`src/rtl/kernel_bank.sv`:
```
// rtl/kernel_bank.sv - banked KSIZE x KSIZE convolution kernel store with random read and coefficient stream
// Write port enabled by KERNEL_WRITE_EN; otherwise a constant ROM of the reset kernels.
module kernel_bank #(
  parameter int WIDTH = 16,
  parameter int KSIZE = 3,
  parameter int BANKS = 2,
  localparam int TAPS = KSIZE * KSIZE,
  localparam int AW = $clog2(TAPS),
  localparam int BW = (BANKS > 1) ? $clog2(BANKS) : 1
) (
  input  logic             CLK,
  input  logic             RST,
  input  logic             WE,
  input  logic [BW-1:0]    WBANK,
  input  logic [AW+1:0]    WADDR,
  input  logic [WIDTH-1:0] WDATA,
  output logic             WERR,
  input  logic [BW-1:0]    RBANK,
  input  logic [AW+1:0]    ADDRESS,
  output logic [WIDTH-1:0] READ,
  input  logic             START,
  input  logic [BW-1:0]    SBANK,
  output logic [WIDTH-1:0] COEF,
  output logic             COEF_VALID,
  input  logic             COEF_READY,
  output logic             COEF_LAST,
  output logic             BUSY
);

  typedef enum logic {IDLE, STREAM} state_t;

  state_t state, state_n;
  logic [AW-1:0]    idx, idx_n;
  logic [BW-1:0]    bank, bank_n;
  logic [WIDTH-1:0] mem [BANKS][TAPS];
  logic [WIDTH-1:0] rd_mux, coef_mux;
  logic [AW-1:0]    ridx;

  // Sharpen kernel for 3x3; identity (centre tap 1) for any other size.
  function automatic logic [WIDTH-1:0] rst_tap(input int k);
    if (KSIZE == 3) begin
      case (k)
        4:          return WIDTH'(5);
        1, 3, 5, 7: return '1;
        default:    return '0;
      endcase
    end
    return (k == TAPS / 2) ? WIDTH'(1) : '0;
  endfunction

  assign ridx = ADDRESS[AW+1:2];

`ifdef KERNEL_WRITE_EN
  logic [AW-1:0] widx;
  logic          wr_range, wr_ok;
  logic          unused_bits;

  assign widx        = WADDR[AW+1:2];
  assign wr_range    = (int'(WBANK) < BANKS) && (int'(widx) < TAPS);
  // The bank feeding the MAC must not change under it.
  assign wr_ok       = WE && wr_range && !(BUSY && (WBANK == bank));
  assign unused_bits = ^{ADDRESS[1:0], WADDR[1:0]};

  always_ff @(posedge CLK or posedge RST) begin
    if (RST) begin
      for (int b = 0; b < BANKS; b++)
        for (int t = 0; t < TAPS; t++)
          mem[b][t] <= rst_tap(t);
      WERR <= 1'b0;
    end else begin
      for (int b = 0; b < BANKS; b++)
        for (int t = 0; t < TAPS; t++)
          if (wr_ok && (WBANK == BW'(b)) && (widx == AW'(t)))
            mem[b][t] <= WDATA;
      WERR <= WE && !wr_ok;
    end
  end
`else
  logic unused_bits;

  assign unused_bits = ^{ADDRESS[1:0], WE, WBANK, WADDR, WDATA};
  assign WERR        = 1'b0;

  always_comb begin
    for (int b = 0; b < BANKS; b++)
      for (int t = 0; t < TAPS; t++)
        mem[b][t] = rst_tap(t);
  end
`endif

  // Explicit match loops keep out-of-range indices at 0 instead of X.
  always_comb begin
    rd_mux   = '0;
    coef_mux = '0;
    for (int b = 0; b < BANKS; b++)
      for (int t = 0; t < TAPS; t++) begin
        if ((RBANK == BW'(b)) && (ridx == AW'(t))) rd_mux = mem[b][t];
        if ((bank == BW'(b)) && (idx == AW'(t)))   coef_mux = mem[b][t];
      end
  end

  always_ff @(posedge CLK or posedge RST) begin
    if (RST) READ <= '0;
    else     READ <= rd_mux;
  end

  always_ff @(posedge CLK or posedge RST) begin
    if (RST) begin
      state <= IDLE;
      idx   <= '0;
      bank  <= '0;
    end else begin
      state <= state_n;
      idx   <= idx_n;
      bank  <= bank_n;
    end
  end

  always_comb begin
    state_n = state;
    idx_n   = idx;
    bank_n  = bank;
    case (state)
      IDLE: begin
        if (START && (int'(SBANK) < BANKS)) begin
          state_n = STREAM;
          idx_n   = '0;
          bank_n  = SBANK;
        end
      end
      STREAM: begin
        if (COEF_READY) begin
          if (idx == AW'(TAPS - 1)) state_n = IDLE;
          else                      idx_n   = idx + AW'(1);
        end
      end
      default: state_n = IDLE;
    endcase
  end

  assign BUSY       = (state != IDLE);
  assign COEF_VALID = (state == STREAM);
  assign COEF_LAST  = (state == STREAM) && (idx == AW'(TAPS - 1));
  assign COEF       = (state == STREAM) ? coef_mux : '0;

endmodule
```
`config.mk`:
```
export PLATFORM = sky130hd
export DESIGN_NAME = kernel_bank
export DESIGN_NICKNAME = d
export VERILOG_FILES = /design/src/rtl/kernel_bank.sv
export SDC_FILE = /design/constraint.sdc
export NUM_CORES = 1
export LEC_CHECK = 0
export CAP_MARGIN = 20
export CORE_UTILIZATION = 30
export CTS_CLUSTER_DIAMETER = 50
export DETAILED_ROUTE_END_ITERATION = 12
export GPL_TIMING_DRIVEN = 0
export PLACE_DENSITY = 0.86
export REMOVE_ABC_BUFFERS = 1
export SETUP_SLACK_MARGIN = 0.2
export SYNTH_ARGS = -nofsm -noshare
export SYNTH_HDL_FRONTEND = slang
export SYNTH_SLANG_ARGS = --single-unit
```
`constraint.sdc`:
```
create_clock -name CLK -period 4.6 [get_ports CLK]
set_input_delay 0.92 -clock CLK [delete_from_list [all_inputs] [get_ports CLK]]
set_output_delay 0.92 -clock CLK [all_outputs]
set_load 0.005 [all_outputs]
```
==> summary.md, run 1 <==
| Metric | Value |
|---|---|
| Status | `finished clean` |
| Final Max Tran Viols | `0` |
| Crit-path slowest cell | `clkdlybuf4s50_1` |
| Top cells by area, synth | `buf_4 (34%), dfrtp_1 (27%), ha_1 (7.6%)` |
| Synth Register Bits | `7` |
| CTS Root Cell | `clkbuf_4` |
| CTS Hold Buffers Added | `0` |
| Core area | `2000 um2` |
| CTS sink count | `7` |
| Unique cell type count in the Yosys netlist | `22` |
| Worst-path cell chain | `inv_1, ha_1, inv_1, a21oi_1, nor3b_1, buf_2, clkdlybuf4s50_1` |
| Cells after Synth | `76` |
| CP delay by family, top | `buffers and inverters` |
| Hold violation count in the final report | `0` |
| Synth Cell Area | `656 um2` |
| Asr flop ratio synth | `100%` |
| Hold Crit Class | `flop to flop` |
| Syn_area_per_cell | `8.63 um2` |
| Area leader, netlist | `buf_4` |
| DR vias/cell | `4.13` |
| PD cells | `611 nW/um2` |
| Setup bufs post-CTS | `0` |
| Clock latency on the worst-skew pair | `0.25 ns` |
| # IOs | `72` |
| GR Overflow Total | `0` |
| Share of the yosys chip area belonging to registers | `26.7%` |
| IO Port Bufs | `42` |
| Power consumption | `557 uW` |
| # diodes | `0` |
| Initial antenna violation count | `0` |
| DRT iter0 DRCs | `5` |
| Layout cells sized above 1 | `10.9%` |
| Max_cap viols | `0` |
| Routed wire per std cell | `9.82 um` |
| Min Tclk post-route | `3.24 ns` |
| # fillers | `196` |
| Die width | `48.8 um` |
| Die Y | `48.8 um` |
| Pre-antenna DRT Iters | `3` |
| Crit-path max FO | `10` |
| Remaining DRCs | `0` |
| Global Route Usage Sum | `10.4%` |
| Max Freq | `309 MHz` |
| Post-synth top area share | `34.4%` |
| Worst VDD drop | `304 uV` |
| Setup TNS Final | `0 ns` |
| Finish-stage setup viols | `0` |
| # resized after CTS | `0` |
| Initial Util | `32.8%` |
| Critical Path Source Type | `flop` |
| Final Cycle Share | `70.4%` |
| Hpwl dp | `997 um` |
| Setup crit end kind | `output pin` |
| WP buf/inv | `4` |
| Synth top cells by count | `buf_4 (30), dfrtp_1 (7), inv_1 (7)` |
| Final WL | `1.17 mm` |
| Worst Clk Skew | `0.00320 ns` |
| Gp weighted congestion | `0.823` |
| Area grow syn2layout | `38.9%` |
| Crit path DAT | `2.32 ns` |
| Post-route ant nets | `0` |
| Cell with the most instances after synthesis | `buf_4` |
| CP max stage delay | `0.53 ns` |
| Max Root-Sink Buffers | `2` |
| Nets | `133` |
| CTS tree | `done` |
| CTS H-tree depth | `1` |
| Total Die Area | `2380 um2` |
| Vias in the first global route | `425` |
| First-pass GRT wire length | `1.90 mm` |
| CTS Buf Count | `3` |
| Vias | `491` |
| Req. time, crit path | `3.68 ns` |
| Ys Warns | `0` |
| Synth Flop Type | `dfrtp_1` |
| Post-synth EDFFs | `0` |
| Leakage | `0.000411 uW` |
| Pin count of the biggest net entering global routing | `15` |
| Clk pin slew, worst setup/hold paths | `0.05 ns` |
| Crit Path Class | `flop to output pin` |
| Core Rows | `16` |
| Most frequent CP cell | `inv_1` |
| Unrepaired setup endpoints after global routing | `false` |
metal layers:
| metal | share of wire (%) | global-route usage [%] | vias up |
|---|---|---|---|
| li1 | - | - | 242 |
| met1 | 41 | 10.6 | 225 |
| met2 | 52 | 18.8 | 24 |
| met3 | 6.5 | 4.09 | 0 |
| met4 | 0 | 3.92 | 0 |
| met5 | 0 | 0 | - |
kinds of logic (layout without fill, tap and decap cells):
family | Yosys count | count (layout) | share of synthesized area [%]
fa+ha+maj | 4 | 4 | 7.63
flops | 7 | 7 | 26.7
other cells | 1 | 1 | 0.572
buf+inv | 38 | 54 | 39.1
mux | 2 | 2 | 3.05
simple gates | 16 | 16 | 15.1
compound gates | 8 | 8 | 7.83
flip-flops by register name (all words and copies together), names as in the netlist:
register and count:
BUSY 1, READ 2, idx 4
cells in the final DEF, fill, tap and decap left out, drive strengths merged, types with 2 or more instances in the layout:
cell           netlist  routed
mux2i                2       2
clkbuf               1       4
nand3                2       2
nand2                4       4
inv                  7       7
ha                   4       4
clkdlybuf4s50        0      42
a21oi                5       5
nor3b                2       2
dfrtp                7       7
nor2                 3       3
final cells by class:
cell class / instances / area [um2] / share of cell area (%)
repair buffers: 43 / 425 / 46.7
multi-input cells: 31 / 224 / 24.6
flip-flops and latches: 7 / 175 / 19.2
well taps: 27 / 33.8 / 3.71
clock buffers: 4 / 26.3 / 2.88
inverters: 7 / 26.3 / 2.88
power breakdown:
part | switching (uW) | total [uW] | internal [uW]
logic | 131 | 390 | 259
registers | 30.5 | 112 | 81.7
clock network | 21.7 | 54.7 | 33.0
through the flow:
step / setup slack, ns / instances / area [um2] / hold slack, ns / utilization, %
after global routing: 1.13 / 119 / 911 / 0.568 / 45.5
after floorplan: 1.34 / 45 / 425 / 0.487 / -
after CTS: 0.888 / 118 / 906 / 0.563 / 45.3
final: 1.36 / 119 / 911 / 0.566 / 45.5
after global placement: 1.33 / 114 / 880 / 0.516 / 43.9
after detailed placement: 1.17 / 114 / 880 / 0.555 / 43.9
path summary, 6_finish.rpt:
path / startpoint / endpoint / slack [ns] / cells after the start
min in group asynchronous: RST / idx[1]$_DFFE_PP0P_ / 0.90 / 2
setup reg to reg: idx[0]$_DFFE_PP0P_ / idx[0]$_DFFE_PP0P_ / 3.18 / 5
hold / removal: idx[2]$_DFFE_PP0P_ / idx[2]$_DFFE_PP0P_ / 0.57 / 1
setup / recovery: idx[0]$_DFFE_PP0P_ / COEF[14] / 1.36 / 7
hold reg to reg: idx[2]$_DFFE_PP0P_ / idx[2]$_DFFE_PP0P_ / 0.57 / 1
max in group asynchronous: RST / idx[2]$_DFFE_PP0P_ / 3.49 / 2
(Power assumes the default switching activity.)
==> run 2, diff against run 1 <==
- CORE_UTILIZATION: 30 -> 27
- PLACE_DENSITY: 0.86 -> 0.78
- clock period: 4.6 -> 3.1 ns (I/O delays scaled with it)
==> run 2 against run 1 <==
  * Clock skew fell by 0.0023 ns
  * Sequential share of layout area fell by 0.56 points
  * Critical path depth did not move
  * Sequential power rose by 47%
  * Count of clock-buffer cells in the layout did not move
  * Global-route usage rose by 0.13 points
  * Cell count rose by 0.84%
  * Via count fell by 5.1%
  * Utilization fell by 3.9 points
  * Critical path type unchanged
  * Largest power group unchanged
==> summary.md, run 2 (synthesized netlist as in run 1, its figures left out) <==
| Metric | Value |
|---|---|
| Status | `finished clean` |
| Leakage | `0.000420 uW (+2.0%)` |
| CP delay by family, top | `buffers and inverters` |
| Core Rows | `17 (+1)` |
| Multi-input logic area | `235 um2 (+5.0%)` |
| Hold depth | `1 (unchanged)` |
| Commonest cells after routing, fill and taps aside | `clkdlybuf4s50_1 (42), dfrtp_1 (7), inv_1 (7)` |
| Pre-antenna DRT Iters | `4 (+1)` |
| CTS Buf Count | `3 (unchanged)` |
| Seq. cell area | `175 um2 (unchanged)` |
| CTS Hold Buffers Added | `0 (unchanged)` |
| Levels on crit path | `7 (unchanged)` |
| Hold violation count in the final report | `0 (unchanged)` |
| Power consumption | `892 uW (+60%)` |
| Global Route met2 Usage | `18.6% (-0.11 points)` |
| Path depth of the worst reg2reg path | `5 (unchanged)` |
| WP buf/inv | `4 (unchanged)` |
| CTS tree | `done` |
| Layout cells sized above 1 | `12.0% (+1.1 points)` |
| Pin count of the biggest net entering global routing | `15 (unchanged)` |
| Reg with most FFs | `idx` |
| Core area | `2250 um2 (+13%)` |
| GR Layer Usage met1 | `11.4% (+0.75 points)` |
| R2r startpoint | `idx[0]$_DFFE_PP0P_` |
| Hold Path Origin | `idx[2]$_DFFE_PP0P_` |
| CTS Root Cell | `clkbuf_4` |
| Req. time, crit path | `2.48 ns (-1.20 ns)` |
| Met3 usage | `3.57% (-0.52 points)` |
| CP Launch Point | `idx[0]$_DFFE_PP0P_` |
| Max Root-Sink Buffers | `2 (unchanged)` |
| WHS | `0.530 ns (-0.0366 ns)` |
| Max Freq | `377 MHz` |
| Global Route Usage Sum | `10.5% (+0.13 points)` |
| Critical Path Source Type | `flop` |
| Crit-path max FO | `14 (+4)` |
| Crit path DAT | `2.04 ns (-0.28 ns)` |
| Final WL | `1.24 mm (+5.7%)` |
| Final Max Tran Viols | `0 (unchanged)` |
| Worst VDD drop | `449 uV (+48%)` |
| Commonest non-fill, non-tap cell in the layout | `clkdlybuf4s50_1` |
| Crit Path Class | `flop to output pin` |
| IO Port Bufs | `42 (unchanged)` |
| Final Cycle Share | `85.7%` |
| Worst Clk Skew | `0.000941 ns (-0.00226 ns)` |
| Max_cap viols | `0 (unchanged)` |
| Setup crit end kind | `output pin` |
| Die Y | `51.3 um (+5.2%)` |
| Clock latency on the worst-skew pair | `0.25 ns (about the same)` |
| Vias | `466 (-5.1%)` |
| Initial antenna violation count | `0 (unchanged)` |
| Post-route ant nets | `0 (unchanged)` |
| Max reg flops | `4 (unchanged)` |
| Vias in the first global route | `430 (+1.2%)` |
| CP max stage delay | `0.51 ns (-0.02 ns)` |
| DR vias/cell | `3.88 (-5.9%)` |
| # IOs | `72 (unchanged)` |
| GR Overflow Total | `0 (unchanged)` |
| Worst-path cell chain | `inv_1, ha_1, inv_1, a21oi_1, nor3b_4, buf_12, clkdlybuf4s50_1` |
| PD cells | `950 nW/um2 (+55%)` |
| Area grow syn2layout | `43.1%` |
| Non-filler instance count after layout | `120 (+0.84%)` |
| Finish-stage setup viols | `0 (unchanged)` |
| Most frequent CP cell | `inv_1` |
| Gr busiest metal | `met2` |
| CTS H-tree depth | `1 (unchanged)` |
| Hpwl dp | `1.03 mm (+3.3%)` |
| Die width | `51.3 um (+5.2%)` |
| Remaining DRCs | `0 (unchanged)` |
| Nets | `133 (unchanged)` |
| Crit-path slowest cell | `clkdlybuf4s50_1` |
| # fillers | `233 (+19%)` |
| Gp weighted congestion | `0.757 (-8.0%)` |
| Unrepaired setup endpoints after global routing | `false` |
| DRT iter0 DRCs | `3 (-2)` |
| Hold Crit Class | `flop to flop` |
| Initial Util | `29.1% (-3.7 points)` |
| Clk pin slew, worst setup/hold paths | `0.05 ns (about the same)` |
| Routed wire per std cell | `10.3 um (+4.9%)` |
| Total Die Area | `2630 um2 (+11%)` |
| CTS sink count | `7 (unchanged)` |
| Min Tclk post-route | `2.66 ns` |
| First-pass GRT wire length | `2.01 mm (+5.8%)` |
| # diodes | `0 (unchanged)` |
| Placed Cells | `115 (+0.88%)` |
run 2: changes by cell type in the layout (fill, tap and decap cells not counted):
cell,change
nor3b_4,+1
nor3b_1,-1
buf_12,+1
buf_2,-1
run 2: through the flow:
stage               worst slack, ns  TNS, ns  util, %  cell area [um2]
floorplan                     0.140        0        -              425
global placement              0.130        0     39.1              881
detailed placement          -0.0640   -0.689     39.1              881
CTS                           0.268        0     40.7              918
global route                  0.321        0     41.6              938
finish                        0.445        0     41.6              938
run 2: path summary, 6_finish.rpt:
kind                                      endpoint  slack [ns]
worst max-delay path                      COEF[11]        0.44
worst min-delay path            idx[2]$_DFFE_PP0P_        0.53
worst max register to register  idx[1]$_DFFE_PP0P_        1.66
worst min register to register  idx[2]$_DFFE_PP0P_        0.53
max in group asynchronous       idx[1]$_DFFE_PP0P_        2.30
min in group asynchronous        READ[3]$_DFF_PP0_        0.59
run 2: per-layer routing:
| layer | up-vias | share of wire (%) |
|---|---|---|
| met5 | - | 0 |
| met4 | 0 | 0 |
| met3 | 0 | 3.6 |
| met2 | 7 | 56 |
| met1 | 217 | 40 |
| li1 | 242 | - |
run 2: power by group:
group          leakage [uW]  internal [uW]  switching, uW
clock             0.0000150           49.0           31.9
combinational      0.000322            430            216
sequential        0.0000831            121           44.1
total              0.000420            600            292
run 2: final cells by class:
type	count	area share (%)
timing repair buffer	43	46.9
inverter	7	2.80
multi-input combinational	31	25.1
tap	28	3.73
sequential	7	18.7
clock buffer	4	2.80
run 2: timing repair:
item / 4_1_cts / 5_1_grt
pin swaps: 0 / 1
setup endpoints to repair: 14 / 14
setup buffers: 0 / 1
resized for setup: 2 / 0
run 2: worst reg2reg max path: cells and delay by family, from the launching register on:
kind	cells	cell delay, ns
buffers and inverters	1	0.09
adder cells (fa/ha/maj)	1	0.21
flip-flops	1	0.43
AND/OR/NAND/NOR	2	0.39
multiplexers	1	0.23
==> run 3, diff against run 2 <==
- ABC_AREA: unset -> 0
- CAP_MARGIN: 20 -> unset
- CORE_MARGIN: unset -> 2
==> run 3 against run 2 <==
  * Critical path depth did not move
  * Via count rose by 3.6%
  * Clock power rose by 7.4%
  * Critical endpoint is now COEF[3]
  * Non-clock buffer count did not move
  * Global-route usage fell by 0.95 points
  * Flip-flop and latch count did not move
  * Cell count did not move
  * Sequential share of layout area did not move
  * Register-to-register slack improved by 0.03 ns
  * Sequential power barely moved
==> summary.md, run 3 (synthesized netlist as in run 1, its figures left out) <==
| Metric | Value |
|---|---|
| Worst slack, placed | `-0.0338 ns (+0.0301 ns)` |
| Gp weighted congestion | `0.780 (+3.0%)` |
| GR Overflow Total | `0 (unchanged)` |
| Vias in the first global route | `429 (-0.23%)` |
| Final Cycle Share | `85.5% (-0.18 points)` |
| # fillers | `227 (-2.6%)` |
| Layout cells sized above 1 | `12.0% (unchanged)` |
| Min Tclk post-route | `2.65 ns (-0.00567 ns)` |
| CTS Root Cell | `clkbuf_4` |
| Unrepaired setup endpoints after global routing | `false` |
| CP max stage delay | `0.50 ns (about the same)` |
| Commonest non-fill, non-tap cell in the layout | `clkdlybuf4s50_1` |
| Total Die Area | `2840 um2 (+8.0%)` |
| Crit path DAT | `2.03 ns (about the same)` |
| R2r startpoint | `idx[0]$_DFFE_PP0P_` |
| Initial Util | `29.1% (unchanged)` |
| DRT iter0 DRCs | `4 (+1)` |
| WP buf/inv | `4 (unchanged)` |
| CTS tree | `done` |
| Req. time, crit path | `2.48 ns (about the same)` |
| Post-route ant nets | `0 (unchanged)` |
| CP delay by family, top | `buffers and inverters` |
| Pin count of the biggest net entering global routing | `15 (unchanged)` |
| Final WL | `1.26 mm (+2.0%)` |
| Max Root-Sink Buffers | `2 (unchanged)` |
| CP Launch Point | `idx[0]$_DFFE_PP0P_` |
| Reg with most FFs | `idx` |
| Hpwl dp | `1.05 mm (+2.1%)` |
| Setup ws final | `0.450 ns (+0.00567 ns)` |
| Crit-path slowest cell | `clkdlybuf4s50_1` |
| Nets | `133 (unchanged)` |
| Die Y | `53.3 um (+3.9%)` |
| Hold violation count in the final report | `0 (unchanged)` |
| Global Route Usage Sum | `9.55% (-0.95 points)` |
| Final Max Tran Viols | `0 (unchanged)` |
| Pre-antenna DRT Iters | `4 (unchanged)` |
| First-pass GRT wire length | `1.91 mm (-5.1%)` |
| Setup crit end kind | `output pin` |
| Initial antenna violation count | `0 (unchanged)` |
| Status | `finished clean` |
| Clock latency on the worst-skew pair | `0.26 ns (about the same)` |
| Die width | `53.3 um (+3.9%)` |
| Leakage | `0.000420 uW (unchanged)` |
| Crit Path Class | `flop to output pin` |
| Commonest cells after routing, fill and taps aside | `clkdlybuf4s50_1 (42), dfrtp_1 (7), inv_1 (7)` |
| Max reg flops | `4 (unchanged)` |
| Most frequent CP cell | `inv_1` |
| Routed wire per std cell | `10.5 um (+2.0%)` |
| Vias | `483 (+3.6%)` |
| Worst Clk Skew | `0.00498 ns (+0.00404 ns)` |
| # diodes | `0 (unchanged)` |
| Worst VDD drop | `595 uV (+32%)` |
| Core Rows | `17 (unchanged)` |
| Max Freq | `377 MHz (+0.21%)` |
| Multi-input logic area | `235 um2 (unchanged)` |
| Finish-stage setup viols | `0 (unchanged)` |
| Final Util | `41.6% (unchanged)` |
| Crit-path max FO | `14 (unchanged)` |
| IO Port Bufs | `42 (unchanged)` |
| PD cells | `952 nW/um2 (+0.23%)` |
| Worst-path cell chain | `inv_1, ha_1, inv_1, a21oi_1, nor3b_4, buf_12, clkdlybuf4s50_1` |
| CTS sink count | `7 (unchanged)` |
| DR vias/cell | `4.03 (+3.6%)` |
| CTS H-tree depth | `1 (unchanged)` |
| Hold Crit Class | `flop to flop` |
| Hold Path Origin | `idx[2]$_DFFE_PP0P_` |
| Critical Path Source Type | `flop` |
| # IOs | `72 (unchanged)` |
| Seq. cell area | `175 um2 (unchanged)` |
| Max_cap viols | `0 (unchanged)` |
| Remaining DRCs | `0 (unchanged)` |
| Area grow syn2layout | `43.1% (unchanged)` |
| Clk pin slew, worst setup/hold paths | `0.06 ns (about the same)` |
| CTS Buf Count | `3 (unchanged)` |
| Core area | `2250 um2 (unchanged)` |
run 3: power breakdown:
group	leakage [uW]	switching, uW	total, uW	internal, uW
Clock	0.0000150	37.6	86.9	49.4
Sequential	0.0000831	44.6	166	121
Combinational	0.000322	211	641	430
run 3: path summary, 6_finish.rpt:
check	end	slack, ns	cells past startpoint
setup reg to reg	idx[0]$_DFFE_PP0P_	1.69	5
hold / removal	idx[2]$_DFFE_PP0P_	0.54	1
setup / recovery	COEF[3]	0.45	7
hold reg to reg	idx[2]$_DFFE_PP0P_	0.54	1
max in group asynchronous	idx[0]$_DFFE_PP0P_	2.29	2
min in group asynchronous	idx[2]$_DFFE_PP0P_	0.59	2
run 3: layout make-up:
cell class	instances	area share [%]
well taps	28	3.73
repair buffers	43	46.9
clock buffers	4	2.80
multi-input cells	31	25.1
inverters	7	2.80
flip-flops and latches	7	18.7
run 3: per-layer routing:
metal	up-vias	GRT usage, %	wire length [um]
met5	-	0	0
met4	0	3.85	14
met3	3	5.08	112
met2	23	16.9	662
met1	218	9.14	472
li1	239	-	-
run 3: timing repair:
| action | in CTS | in global routing |
|---|---|---|
| setup buffers | 0 | 1 |
| pin swaps | 0 | 1 |
| hold buffers | 0 | 0 |
| resized for setup | 2 | 0 |
| endpoints found under the setup margin | 14 | 14 |
run 3: stage by stage:
stage	area [um2]	total power (uW)	TNS, ns	cells	hold slack, ns
2_1_floorplan	425	350	0	45	0.423
3_3_place_gp	881	727	0	115	0.513
3_5_place_dp	881	755	-0.386	115	0.538
4_1_cts	918	858	0	119	0.539
5_1_grt	938	968	0	120	0.572
6_report	938	894	0	120	0.542
run 3: worst reg2reg max path: cells and delay by family, from the launching register on:
kind / cells / cell delay, ns
and+or+nand+nor: 2 / 0.40
muxes: 1 / 0.20
DFF: 1 / 0.44
buffers and inverters: 1 / 0.09
adders and majority gates: 1 / 0.22
